[config.mk]
export PLATFORM = sky130hd
export DESIGN_NAME = instr_fetch_unit
export DESIGN_NICKNAME = d
export VERILOG_FILES = /design/src/rtl/instr_fetch_unit.sv
export SDC_FILE = /design/constraint.sdc
export NUM_CORES = 1
export LEC_CHECK = 0
export ABC_AREA = 1
export BUFFER_PORTS_ARGS = -buffer_cell sky130_fd_sc_hd__buf_4
export CORE_UTILIZATION = 29
export DETAILED_ROUTE_END_ITERATION = 10
export PLACE_DENSITY = 0.61
export SKIP_LAST_GASP = 1
export SYNTH_ARGS = -nofsm -noshare
export SYNTH_HDL_FRONTEND = slang
export SYNTH_SLANG_ARGS = --single-unit
[constraint.sdc]
create_clock -name clk -period 1.85 [get_ports clk]
set_input_delay 0 -clock clk [delete_from_list [all_inputs] [get_ports clk]]
set_output_delay 0 -clock clk [all_outputs]
set_load 0.05 [all_outputs]
[src/rtl/instr_fetch_unit.sv]
`timescale 1ns/1ps
// instr_fetch_unit
// Fetch stage that sits next to the PC block. It drives a 1-cycle-latency
// synchronous instruction SRAM from the PC block's word address, and hands the
// returned word, its byte PC and a valid flag to decode. Stalls replay the
// held instruction, redirects insert exactly one bubble, and every newly
// delivered valid instruction bumps a 16-bit wrapping fetch counter.

module instr_fetch_unit #(
  parameter logic [31:0] NOP = 32'h0000_0013,  // addi x0,x0,0 used for bubbles
  parameter int          AW  = 14               // SRAM word-address width
) (
  input  logic          clk,
  input  logic          rst_n,
  input  logic [1:0]    pc_sel,
  input  logic [AW-1:0] pc,
  input  logic [31:0]   pc_reg,
  output logic          im_ceb,
  output logic [AW-1:0] im_a,
  input  logic [31:0]   im_do,
  output logic [31:0]   inst,
  output logic          inst_valid,
  output logic [31:0]   inst_pc,
  output logic [15:0]   fetch_cnt
);

  // Legacy-compatible state encoding.
  localparam logic [1:0] BOOT  = 2'd0;
  localparam logic [1:0] RUN   = 2'd1;
  localparam logic [1:0] STALL = 2'd2;
  localparam logic [1:0] FLUSH = 2'd3;

  localparam logic [1:0] SEL_SEQ    = 2'b00;
  localparam logic [1:0] SEL_REDIR  = 2'b01;

  logic [1:0]  state;
  logic [1:0]  state_nxt;
  logic [31:0] hold_inst;
  logic        hold_valid;

  // The SRAM is read every cycle out of reset, including stalls; during a
  // stall the PC block holds pc, so the last stall cycle re-reads the word
  // that must be delivered when the stall releases.
  assign im_a   = pc;
  assign im_ceb = ~rst_n;

  // Next state depends only on pc_sel; the rule is the same from every state.
  always_comb begin
    // NOTE: assign a default first so no path through the case leaves
    // state_nxt unassigned, which would otherwise infer a latch.
    state_nxt = STALL;
    case (pc_sel)
      SEL_SEQ:   state_nxt = RUN;
      SEL_REDIR: state_nxt = FLUSH;
      default:   state_nxt = STALL;   // 10 and 11 both hold
    endcase
  end

  // Decode-facing instruction and valid flag, selected by the current state.
  always_comb begin
    inst       = NOP;
    inst_valid = 1'b0;
    case (state)
      RUN: begin
        inst       = im_do;
        inst_valid = 1'b1;
      end
      STALL: begin
        inst       = hold_inst;
        inst_valid = hold_valid;
      end
      default: begin              // BOOT and FLUSH present a bubble
        inst       = NOP;
        inst_valid = 1'b0;
      end
    endcase
  end

  // State register.
  always_ff @(posedge clk or negedge rst_n) begin
    // NOTE: sequential state uses non-blocking assignments so every register
    // samples pre-edge values regardless of block evaluation order.
    if (!rst_n) begin
      state <= BOOT;
    end else begin
      state <= state_nxt;
    end
  end

  // Capture what decode sees on the first stall cycle; keep it while stalled.
  // Entering from BOOT or FLUSH captures a bubble.
  always_ff @(posedge clk or negedge rst_n) begin
    if (!rst_n) begin
      hold_inst  <= NOP;
      hold_valid <= 1'b0;
    end else if (state_nxt == STALL && state != STALL) begin
      hold_inst  <= inst;
      hold_valid <= inst_valid;
    end
  end

  // Byte PC travelling with the instruction; frozen across stalls.
  always_ff @(posedge clk or negedge rst_n) begin
    if (!rst_n) begin
      inst_pc <= 32'd0;
    end else if (state_nxt != STALL) begin
      inst_pc <= pc_reg;
    end
  end

  // Count each edge that delivers a fresh instruction; wraps naturally.
  always_ff @(posedge clk or negedge rst_n) begin
    if (!rst_n) begin
      fetch_cnt <= 16'd0;
    end else if (state_nxt == RUN) begin
      fetch_cnt <= fetch_cnt + 16'd1;
    end
  end

endmodule

==> summary by stage <==
Layout
The fraction of layout cells with a size suffix above 1 is about a quarter. The number of inserted filler cells in the final layout is 1312. The final-stage net count is 778. 0 antenna diodes ended up in the layout. The final non-filler cell total is 873. The signed area change from the synthesized netlist to the final layout is 47.7%.

Worst setup path
Together, buffers and inverters on the worst path number 5. The kind of cell with the highest combined delay on the critical path is buffers and inverters. STA classifies the critical path startpoint as a flip-flop. The required arrival time at the worst endpoint is 1.85 ns. The reg-to-reg critical path startpoint is state[0]$_DFF_PN0_. The worst reg2reg path endpoint is hold_inst[15]$_DFFE_PN0P_. The critical path goes through inv_1 > ha_2 > inv_4 > clkbuf_16 > nand2_1 > inv_1 > buf_4.

The setup check on the worst reg-to-reg path leaves a slack of 0.39 ns. The sort of element at the end of the critical path is a primary output. The count of cell instances traversed by the critical path is 7. The critical path is of the flip-flop to primary output type. The largest incremental delay on the critical path is 0.38 ns.

The maximum net fanout on the critical path is 14. STA puts the critical path data arrival time at 1.74 ns. On the critical path, the stage with the largest delay is an instance of sky130_fd_sc_hd__dfrtp_1. The number of cells on the worst reg-to-reg path is 6. The cell with the most instances on the worst path is sky130_fd_sc_hd__inv_1.

Global route
The number of antenna violations at the first check in global routing came to 0. The wire length of the first global-routing pass is 17.8 mm. Global routing used 15.5% of the available tracks. The overall overflow remaining after global route is 0. The number of global-route vias before repair came to 3761. Entering global routing, the biggest net connects 54 pins.

CTS
The count of buffers added by post-CTS timing repair for setup is 0. The number of H-tree levels is 3. The total CTS buffers is 9. At the later pin of the worst-skew pair, clock insertion delay measures around 0.33 ns. The maximum clock insertion buffer count is 2.

Clock-pin slew was measured on the worst setup and hold paths at about 0.06 ns. The clock sink total is between 80 and 90. TritonCTS built the clock tree.

The cell at the root of the clock tree is sky130_fd_sc_hd__clkbuf_16.

Floorplan
The floorplan step set the die width to 120 microns. In this run the core area contains 42 standard-cell rows. The floorplan step defined a core boundary enclosing 13400 sq um.

The I/O pin total is 178. The floorplan step defined a die boundary enclosing 14400 sq um. The die height is 120 microns. The initial utilization of the core area, before any placement, comes to between 30% and 40%.

Power and ir drop
The power per cell area is roughly 900 nW/um^2. In this run, flip-flops and latches consume 38.8% of the power. The power spent charging and discharging nets is 1.83 mW. Of the total power, combinational logic draws 27.2%.

Power comes to 5.51 mW. The switching part of the total power is 33.2%. The share of power burned in the clock network is 34.0%. For this design the static power due to leakage is roughly 3.4 nW. The largest vdd supply drop is roughly 0.00060 V. The cell internal power dissipation is 3.68 mW.

Placement
The final RePlAce weighted congestion is 0.772. After detailed placement, the design holds a cell count of 820. Detailed placement finished with a half-perimeter wire length of roughly 7.4 mm.

In this run the tool buffered the top-level ports with 149 buffer cells.

Timing
Across the routed clock network, the largest skew measured is 0.00281 ns. Setup repair after global routing left no endpoint under its margin. Measured against its own limit, the worst slew margin works out to 71.2%. At the pin with the least slew margin, the transition time is 0.432 ns.

The final number of setup-violating endpoints is 0. The timing-limited maximum frequency is 0.575 GHz. The final-layout worst hold slack is 0.0000174 ns. The final-report max-slew violation count came to 0. The final critical delay including setup and external delays is roughly 1.7 ns.

The final hold violation count is 0. The ratio of final minimum period to clock period is a little over nine tenths.

Min path
The sink of the worst hold path is im_a[5]. The worst hold path passes through 0 cells. The worst hold path startpoint is pc[5]. The worst hold path belongs to the class input pin to primary output.

Detailed routing
The number of iterations in the first detailed-routing pass is 5. In this run the remaining antenna-violating nets after routing total 0. The average wire length per cell after detail routing is 12.6 microns. The count of routing violations after the opening detailed-route iteration is 208. The total vias in the final route is 3840. The total routed wirelength is 11.0 mm.

In the routed layout, each cell is associated on average with a via count of 4.40. In the routed design, unresolved DRC markers number 0.

Logic synthesis
After synthesis the netlist holds a flip-flop and latch count of between 80 and 90. The area of the mapped netlist is 4040 sq um. Sorting the synthesized cells by area gives the leading types as sky130_fd_sc_hd__dfrtp_1, sky130_fd_sc_hd__nand2_1, sky130_fd_sc_hd__inv_1. The cell count after synthesis came out at between 500 and 600. The number of nets handed over by synthesis was 611. The mean area per synthesized cell is 7.70 sq um.

The count of synthesis-stage warnings from yosys is 0. The distinct cell type count after synthesis is 25. The fraction of the yosys area taken by sequential cells is 51.5%.

The most area-hungry cell type in the Yosys netlist is sky130_fd_sc_hd__dfrtp_1. The area share of the largest cell type after synthesis is 49.5%.

Status
The run finished with clean final reports.

Flow run
Across the run, the number of max-cap violations was 0.
per-stage QoR:
| step | cell area (sq um) | util, % | TNS [ns] | setup WS [ns] |
|---|---|---|---|---|
| global placement | 5260 | 39.2 | 0 | 0.388 |
| floorplan | 4050 | - | -1.55 | -0.393 |
| global route | 5970 | 44.5 | 0 | 0.0176 |
| finish | 5970 | 44.5 | 0 | 0.110 |
| detailed placement | 5260 | 39.2 | 0 | 0.309 |
| CTS | 5930 | 44.2 | 0 | 0.0363 |
how the worst max path moves through the flow:
stage,startpoint,endpoint,slack (ns)
floorplan,state[0]$_DFF_PN0_,hold_inst[0]$_DFFE_PN1P_,-0.39
global placement,state[0]$_DFF_PN0_,hold_inst[16]$_DFFE_PN0P_,0.39
detailed placement,state[0]$_DFF_PN0_,hold_inst[15]$_DFFE_PN0P_,0.31
CTS,state[0]$_DFF_PN0_,inst[0],0.04
global route,state[0]$_DFF_PN0_,inst[4],0.02
finish,state[0]$_DFF_PN0_,inst[8],0.11
metal layers:
| layer | global-route usage [%] | share of wire, % | vias to the layer above |
|---|---|---|---|
| met2 | 25.7 | 47 | 135 |
| met1 | 19.2 | 43 | 1779 |
| met5 | 0 | 0 | - |
| li1 | - | - | 1905 |
| met4 | 6.88 | 2.3 | 0 |
| met3 | 3.66 | 6.8 | 21 |
power by group through the flow:
| stage | registers [mW] | clock network, mW | logic [mW] |
|---|---|---|---|
| 2_1_floorplan | 2.60 | 0 | 0.525 |
| 3_3_place_gp | 2.16 | 0 | 1.40 |
| 3_5_place_dp | 2.16 | 0 | 1.42 |
| 4_1_cts | 2.14 | 1.93 | 1.49 |
| 5_1_grt | 2.16 | 2.02 | 1.60 |
| 6_report | 2.14 | 1.87 | 1.50 |
sequential cells by signal, summed over array words and instances (netlist names):
signal	flops
fetch_cnt	16
hold_inst	32
hold_valid	1
inst_pc	32
state	2
timing repair:
item	4_1_cts	5_1_grt
hold buffers	36	0
setup endpoints to repair	0	32
hold endpoints to repair	66	0
resized for setup	0	6
cell usage in the layout (no fill, tap or decap), drive strengths merged, types with 5 or more instances in the layout:
cell	netlist	routed
o21ai	35	35
nand3	9	9
buf	28	156
clkbuf	9	12
inv	51	51
xnor2	5	5
nand2	271	271
dfrtp	80	80
nor2	12	12
dlygate4sd3	0	36
xor2	6	6
cell usage after synthesis:
cell and instances:
sky130_fd_sc_hd__inv_4 1, sky130_fd_sc_hd__buf_6 3, sky130_fd_sc_hd__nor2_1 9, sky130_fd_sc_hd__o21ai_0 25
sky130_fd_sc_hd__nand3b_1 1, sky130_fd_sc_hd__nand2b_1 1, sky130_fd_sc_hd__xnor2_1 5, sky130_fd_sc_hd__o21ai_1 10
sky130_fd_sc_hd__nand4_1 4, sky130_fd_sc_hd__nand2_1 271, sky130_fd_sc_hd__clkbuf_2 2, sky130_fd_sc_hd__buf_2 11
sky130_fd_sc_hd__nor3_1 2, sky130_fd_sc_hd__nor2_8 2, sky130_fd_sc_hd__inv_1 48, sky130_fd_sc_hd__ha_1 4
sky130_fd_sc_hd__inv_2 2, sky130_fd_sc_hd__buf_4 14, sky130_fd_sc_hd__dfstp_2 3, sky130_fd_sc_hd__xor2_1 6
sky130_fd_sc_hd__nor2_4 1, sky130_fd_sc_hd__a21oi_1 4, sky130_fd_sc_hd__dfrtp_1 80, sky130_fd_sc_hd__nand3_1 9
sky130_fd_sc_hd__clkbuf_1 7
final cells by class:
cell class	instances	area (sq um)	share of cell area, %
sequential	83	2080	34.9
multi-input combinational	354	1540	25.9
inverter	51	196	3.29
timing repair buffer	193	1620	27.1
clock buffer	11	233	3.90
tap	176	220	3.69
clock inverter	5	77.6	1.30
cell families after synthesis:
logic type / after synthesis / share of synthesized area (%)
xor+xnor: 11 / 2.38
buf+inv: 88 / 10.5
simple gates: 300 / 29.6
compound gates: 39 / 4.83
flops: 83 / 51.5
fa+ha+maj: 4 / 1.24
Power figures use the tool's default switching activity.
